==> config.mk <==
export PLATFORM = sky130hd
export DESIGN_NAME = c3lib_rst_seq_ctrl
export DESIGN_NICKNAME = d
export VERILOG_FILES = /design/src/rtl/c3lib_rst_seq_pkg.sv /design/src/rtl/c3lib_rst_seq_ctrl_sync.sv /design/src/rtl/c3lib_rst_seq_ctrl.sv
export SDC_FILE = /design/constraint.sdc
export NUM_CORES = 1
export LEC_CHECK = 0
export CORE_MARGIN = 5
export CORE_UTILIZATION = 55
export CTS_BUF_LIST = sky130_fd_sc_hd__clkbuf_2 sky130_fd_sc_hd__clkbuf_4 sky130_fd_sc_hd__clkbuf_8
export CTS_CLUSTER_SIZE = 40
export DETAILED_ROUTE_END_ITERATION = 6
export GPL_TIMING_DRIVEN = 0
export PLACE_DENSITY = 0.85
export SLEW_MARGIN = 30
export SYNTH_ARGS = -nofsm -noshare
export SYNTH_HDL_FRONTEND = slang
export SYNTH_SLANG_ARGS = --single-unit
==> constraint.sdc <==
create_clock -name clk -period 8.3 [get_ports clk]
set_input_delay 1.66 -clock clk [delete_from_list [all_inputs] [get_ports clk]]
set_output_delay 1.66 -clock clk [all_outputs]
set_load 0.02 [all_outputs]
==> src/rtl/c3lib_rst_seq_pkg.sv <==
// Shared types and helpers for the reset release sequencer.
package c3lib_rst_seq_pkg;

   typedef enum logic [2:0] {
      IDLE,
      DELAY,
      WAIT_ACK,
      DONE,
      ERROR
   } seq_state_t;

   // Index width that stays at least one bit wide for a single-stage chain.
   function automatic int STAGE_IDX_W(input int n);
      return (n > 1) ? $clog2(n) : 1;
   endfunction

endpackage

==> src/rtl/c3lib_rst_seq_ctrl_sync.sv <==
// Two-flop synchronizer with asynchronous active-low clear.
module c3lib_rst_seq_ctrl_sync (
   input  logic clk,
   input  logic rst_n,
   input  logic data_in,
   output logic data_out
);

   logic meta_reg;

   always_ff @(posedge clk or negedge rst_n) begin
      if (!rst_n) begin
         meta_reg <= 1'b0;
         data_out <= 1'b0;
      end else begin
         meta_reg <= data_in;
         data_out <= meta_reg;
      end
   end

endmodule

==> src/rtl/c3lib_rst_seq_ctrl.sv <==
// Walks a chain of reset domains out of reset one at a time, waiting for a
// synchronized acknowledge from each domain before releasing the next.
module c3lib_rst_seq_ctrl
   import c3lib_rst_seq_pkg::*;
#(
   parameter int NUM_STAGES = 4,
   parameter int DLY_W      = 8,
   parameter int TO_W       = 12
) (
   input  logic                                 clk,
   input  logic                                 rst,
   input  logic                                 seq_en,
   input  logic [NUM_STAGES*DLY_W-1:0]          dly_cfg,
   input  logic [TO_W-1:0]                      timeout_cfg,
   input  logic [NUM_STAGES-1:0]                stage_ack_async,
   output logic [NUM_STAGES-1:0]                stage_rst_n,
   output logic                                 seq_done,
   output logic                                 seq_err,
   output logic [STAGE_IDX_W(NUM_STAGES)-1:0]   err_stage
);

   localparam int IDX_W = STAGE_IDX_W(NUM_STAGES);
   localparam logic [IDX_W-1:0] LAST_STAGE = IDX_W'(NUM_STAGES - 1);

   seq_state_t        state_reg;
   logic [IDX_W-1:0]  k_reg;
   logic [DLY_W-1:0]  dly_cnt_reg;
   logic [TO_W-1:0]   to_cnt_reg;
   logic [TO_W-1:0]   to_shadow_reg;
   logic [DLY_W-1:0]  dly_shadow_reg [NUM_STAGES];

   logic [DLY_W-1:0]      dly_cfg_slice [NUM_STAGES];
   logic [NUM_STAGES-1:0] ack_sync;
   logic                  sync_rst_n;
   logic [IDX_W-1:0]      k_inc;
   logic                  ack_lost;
   logic [IDX_W-1:0]      lost_idx;

   assign sync_rst_n = ~rst;
   assign k_inc      = k_reg + IDX_W'(1);

   generate
      for (genvar gi = 0; gi < NUM_STAGES; gi++) begin : g_stage
         c3lib_rst_seq_ctrl_sync u_ack_sync (
            .clk      (clk),
            .rst_n    (sync_rst_n),
            .data_in  (stage_ack_async[gi]),
            .data_out (ack_sync[gi])
         );
         assign dly_cfg_slice[gi] = dly_cfg[gi*DLY_W +: DLY_W];
      end
   endgenerate

   // Lowest-numbered acknowledge that has dropped, for reporting in DONE.
   always_comb begin
      ack_lost = ~&ack_sync;
      lost_idx = '0;
      for (int i = NUM_STAGES - 1; i >= 0; i--) begin
         if (!ack_sync[i]) begin
            lost_idx = IDX_W'(i);
         end
      end
   end

   always_ff @(posedge clk or posedge rst) begin
      if (rst) begin
         state_reg     <= IDLE;
         k_reg         <= '0;
         dly_cnt_reg   <= '0;
         to_cnt_reg    <= '0;
         to_shadow_reg <= '0;
         for (int i = 0; i < NUM_STAGES; i++) begin
            dly_shadow_reg[i] <= '0;
         end
         stage_rst_n   <= '0;
         seq_done      <= 1'b0;
         seq_err       <= 1'b0;
         err_stage     <= '0;
      end else if (!seq_en && (state_reg != IDLE)) begin
         // Abort wins over every other transition.
         state_reg   <= IDLE;
         stage_rst_n <= '0;
         seq_done    <= 1'b0;
         seq_err     <= 1'b0;
         err_stage   <= '0;
      end else begin
         case (state_reg)
            IDLE: begin
               if (seq_en) begin
                  for (int i = 0; i < NUM_STAGES; i++) begin
                     dly_shadow_reg[i] <= dly_cfg_slice[i];
                  end
                  to_shadow_reg <= timeout_cfg;
                  k_reg         <= '0;
                  dly_cnt_reg   <= dly_cfg_slice[0];
                  state_reg     <= DELAY;
               end
            end
            DELAY: begin
               if (dly_cnt_reg == '0) begin
                  stage_rst_n[k_reg] <= 1'b1;
                  to_cnt_reg         <= to_shadow_reg;
                  state_reg          <= WAIT_ACK;
               end else begin
                  dly_cnt_reg <= dly_cnt_reg - DLY_W'(1);
               end
            end
            WAIT_ACK: begin
               // An acknowledge on the timeout edge still counts as success.
               if (ack_sync[k_reg]) begin
                  if (k_reg == LAST_STAGE) begin
                     seq_done  <= 1'b1;
                     state_reg <= DONE;
                  end else begin
                     k_reg       <= k_inc;
                     dly_cnt_reg <= dly_shadow_reg[k_inc];
                     state_reg   <= DELAY;
                  end
               end else if (to_shadow_reg != '0) begin
                  if (to_cnt_reg == TO_W'(1)) begin
                     stage_rst_n <= '0;
                     seq_err     <= 1'b1;
                     err_stage   <= k_reg;
                     state_reg   <= ERROR;
                  end else begin
                     to_cnt_reg <= to_cnt_reg - TO_W'(1);
                  end
               end
            end
            DONE: begin
               if (ack_lost) begin
                  stage_rst_n <= '0;
                  seq_done    <= 1'b0;
                  seq_err     <= 1'b1;
                  err_stage   <= lost_idx;
                  state_reg   <= ERROR;
               end
            end
            ERROR: begin
               state_reg <= ERROR;
            end
            default: begin
               state_reg <= IDLE;
            end
         endcase
      end
   end

endmodule

==> results.txt, run 1 <==
Pin count of the biggest net entering global routing: 54
Drt first pass iters: 4
Comb power frac: 46.9%
Post CTS Setup Buffer Count: 0
Vias per cell: 6.15
Antenna violations before repair: 0
RSZ-0062 raised after global routing: no
WHS: 0.359 ns
Sw Pwr: 0.824 mW
DP HPWL: 7.44 mm
Sequential share of power: 36.9%
# H-tree levels: 3
Die Y-Extent: 98.6 µm
Fin crit period: 3.85 ns
Initial Util: 56.1%
Largest family of logic cells by synthesized area: multiplexers
Critical path class: input port to flip-flop
Mean post-synth cell area: 11.5 µm²
Final hold vios: 0
Critical-path cell list: clkdlybuf4s50_1, or3b_1, clkbuf_1, nor2_2, a211o_1, buf_2, nor2_1, a21oi_1
Crit path launch type: input port
Cts bufs inserted: 9
Ant. Diodes: 0
Critical-path top delay cell: clkdlybuf4s50_1
Sw Share: 39.9%
Xor/xnor share of the synthesized area: 0.203%
Row count: 32
Outcome: completed
Clock latency on the worst-skew pair: 0.36 ns
Synth Area in Compound Gates: 15.6%
Post-synth EDFFs: 0
Syn Inst Count: 376
Crit end category: flip-flop
Clock slew at reported path FFs: 0.09 ns
Top FF cell, synth: dfrtp_1
Internal: 1.24 mW
Fmax: 260 MHz
Io pins: 59
Mapped Area: 4310 µm²
Worst path bufs/invs: 3
Worst VDD drop: 0.214 mV
Delay-heaviest family, CP: buffers and inverters
Root buf cell: clkbuf_8
Final setup violation count: 0
Fin Clk Skew: 0.0107 ns
Final Cycle Share: 46.4%
Max reg flops: 32
Die area: 9710 µm²
GRT Residual Overflow: 0
Slew Limit Headroom: 49.2%
Syn nets: 435
Nets: 505
TritonCTS clock tree: built
Maximum fanout along the worst path: 10
Leakage: 2.11 nW
Power Density: 391 nW/µm²
WP data required: 8.57 ns
First-pass GRT wire length: 17.9 mm
DRC: 0
Post-synth ARST share: 100%
Fin. max-slew vios: 0
Die width: 98.6 µm
Number of global-route vias before repair: 3653
Routability cong.: 0.857
Setup_tns: 0 ns
Worst hold-check path type: flip-flop to flip-flop
Post-DRT Antenna Nets: 0
Vias: 3403
Total Routed Length: 10.6 mm
GRT Util Overall: 23.0%
CTS max path bufs: 2
Sequential share of the synthesized area: 49.3%
Mux contribution to synthesized area: 16.4%
Maxcap violations: 0
Port buffer count: 58
Synthesized flop and latch total: 85
Hold Buf Count CTS: 0
Worst stage delay on the critical path: 0.63 ns
Slew @ Worst Pin: 0.762 ns
Adder-cell area share of the yosys netlist: 2.32%
Core Area: 7690 µm²
DR WL/cell: 19.2 µm
Clock power frac: 16.2%
DRT iter0 DRCs: 208
Post-CTS Resized: 0
WP data arrival: 4.12 ns
Share of layout cells above drive strength 1: 21.3%
Area Overhead vs Synth: 22.4%
Ys Warns: 0
Yosys cell types: 65
Num Clock Sinks: 85
Post-Synth Simple-Gate Area: 12.6%
[cell usage after synthesis (4+ instances only)]
cell type	n	area, µm²
mux4_2	9	203
dfrtp_1	85	2130
ha_1	8	100
a21oi_1	18	90.1
a22o_1	4	35.0
nor3b_1	4	30.0
clkbuf_1	10	37.5
nand3_1	4	20.0
buf_2	9	45.0
o21ai_1	4	20.0
nor2_1	31	116
a22oi_1	4	30.0
o31ai_1	6	45.0
o21ai_0	12	60.1
a31oi_1	7	43.8
nor4_1	6	37.5
inv_1	15	56.3
mux2_2	44	495
nand2_1	16	60.1
a2111oi_0	4	35.0
nor3_1	10	50.1
[layout by cell type, fill, tap and decap left out, types with 3 or more instances in the layout]
cell type and count:
nor3b_1 4, o22ai_1 3, nor4_1 6, o21ai_0 12
a21oi_1 18, or4_1 3, clkdlybuf4s50_1 58, clkbuf_8 9
a31oi_1 7, a22oi_1 4, ha_1 8, buf_2 9
clkbuf_1 10, o21ai_1 4, o22a_1 3, nand3_1 4
mux4_2 9, inv_6 3, mux2_2 44, a2111oi_0 4
nor2_1 31, nand2_1 16, a22o_1 4, inv_1 14
a221oi_1 3, dfrtp_1 85, o31ai_1 6, nor3_1 10
or3b_1 3, a211oi_1 3
[power by group through the flow]
| stage | Clock, mW | Combinational (mW) | Sequential (mW) |
|---|---|---|---|
| 3_5_place_dp | 0 | 0.944 | 0.760 |
| 5_1_grt | 0.355 | 1.06 | 0.783 |
| 3_3_place_gp | 0 | 0.903 | 0.745 |
| 4_1_cts | 0.339 | 0.965 | 0.756 |
| 6_report | 0.335 | 0.968 | 0.761 |
| 2_1_floorplan | 0 | 0.722 | 0.721 |
[layer usage]
| layer | wire, µm | GRT usage (%) | vias up |
|---|---|---|---|
| met3 | 610 | 3.54 | 22 |
| li1 | - | - | 1554 |
| met5 | 0 | 0 | - |
| met1 | 4230 | 28.5 | 1696 |
| met4 | 243 | 9.56 | 0 |
| met2 | 5550 | 40.2 | 131 |
[worst reg2reg max path: stages, from the launching register on]
cell	delay [ns]
dfrtp_1	0.42
clkbuf_1	0.60
inv_1	0.23
ha_1	0.34
clkbuf_1	0.48
mux4_2	0.41
a221oi_1	0.45
a21oi_1	0.16
[layout make-up]
cell class	instances	area (µm²)
Buffer	20	93.8
Clock buffer	10	131
Clock inverter	6	93.8
Fill cell	558	2410
Inverter	15	61.3
Multi-Input combinational cell	256	2040
Sequential cell	85	2130
Tap cell	102	128
Timing Repair Buffer	59	608
[worst paths after layout]
check | startpoint | end | slack [ns] | cells after the start
min in group asynchronous | rst | dly_shadow_reg[20] | 1.64 | 2
worst min register to register | g_stage[0].u_ack_sync.meta_reg | g_stage[0].u_ack_sync.data_out | 0.36 | 0
worst max-delay path | seq_en | dly_cnt_reg[1] | 4.45 | 8
max in group asynchronous | rst | to_shadow_reg[10] | 6.09 | 3
worst min-delay path | g_stage[0].u_ack_sync.meta_reg | g_stage[0].u_ack_sync.data_out | 0.36 | 0
worst max register to register | k_reg[0] | dly_cnt_reg[1] | 5.07 | 7
[metrics by stage]
stage	cell area (µm²)	cells	setup slack [ns]	util, %	power (mW)
floorplan	4310	376	4.45	-	1.44
global placement	5020	536	3.19	65.3	1.65
detailed placement	5050	537	4.14	65.7	1.70
CTS	5280	553	4.48	68.7	2.06
global route	5280	553	4.36	68.7	2.20
finish	5280	553	4.45	68.7	2.06
[cells by family (layout without fill, tap and decap cells)]
family,Yosys count,count (layout)
adder cells (fa/ha/maj),8,8
buffers and inverters,35,110
AO/OA/AOI/OAI,94,94
AND/OR/NAND/NOR,99,99
XOR/XNOR,1,1
multiplexers,54,54
flip-flops,85,85
(Power assumes the default switching activity.)
==> inputs of run 2 (changes only) <==
- clock period: 8.3 -> 3.75 ns (I/O delays scaled with it)
==> results of run 2 <==
Same layout as run 1 (identical final DEF). Status: completed.
Main changes from that run: setup slack after placement 4.14 ns -> 0.496 ns; setup slack after layout 4.45 ns -> 0.519 ns; start point of the critical path seq_en -> k_reg[0]; register-to-register setup slack 5.07 ns -> 0.52 ns; total power 2.06 mW -> 4.57 mW; worst IR drop on VDD 0.214 mV -> 0.473 mV
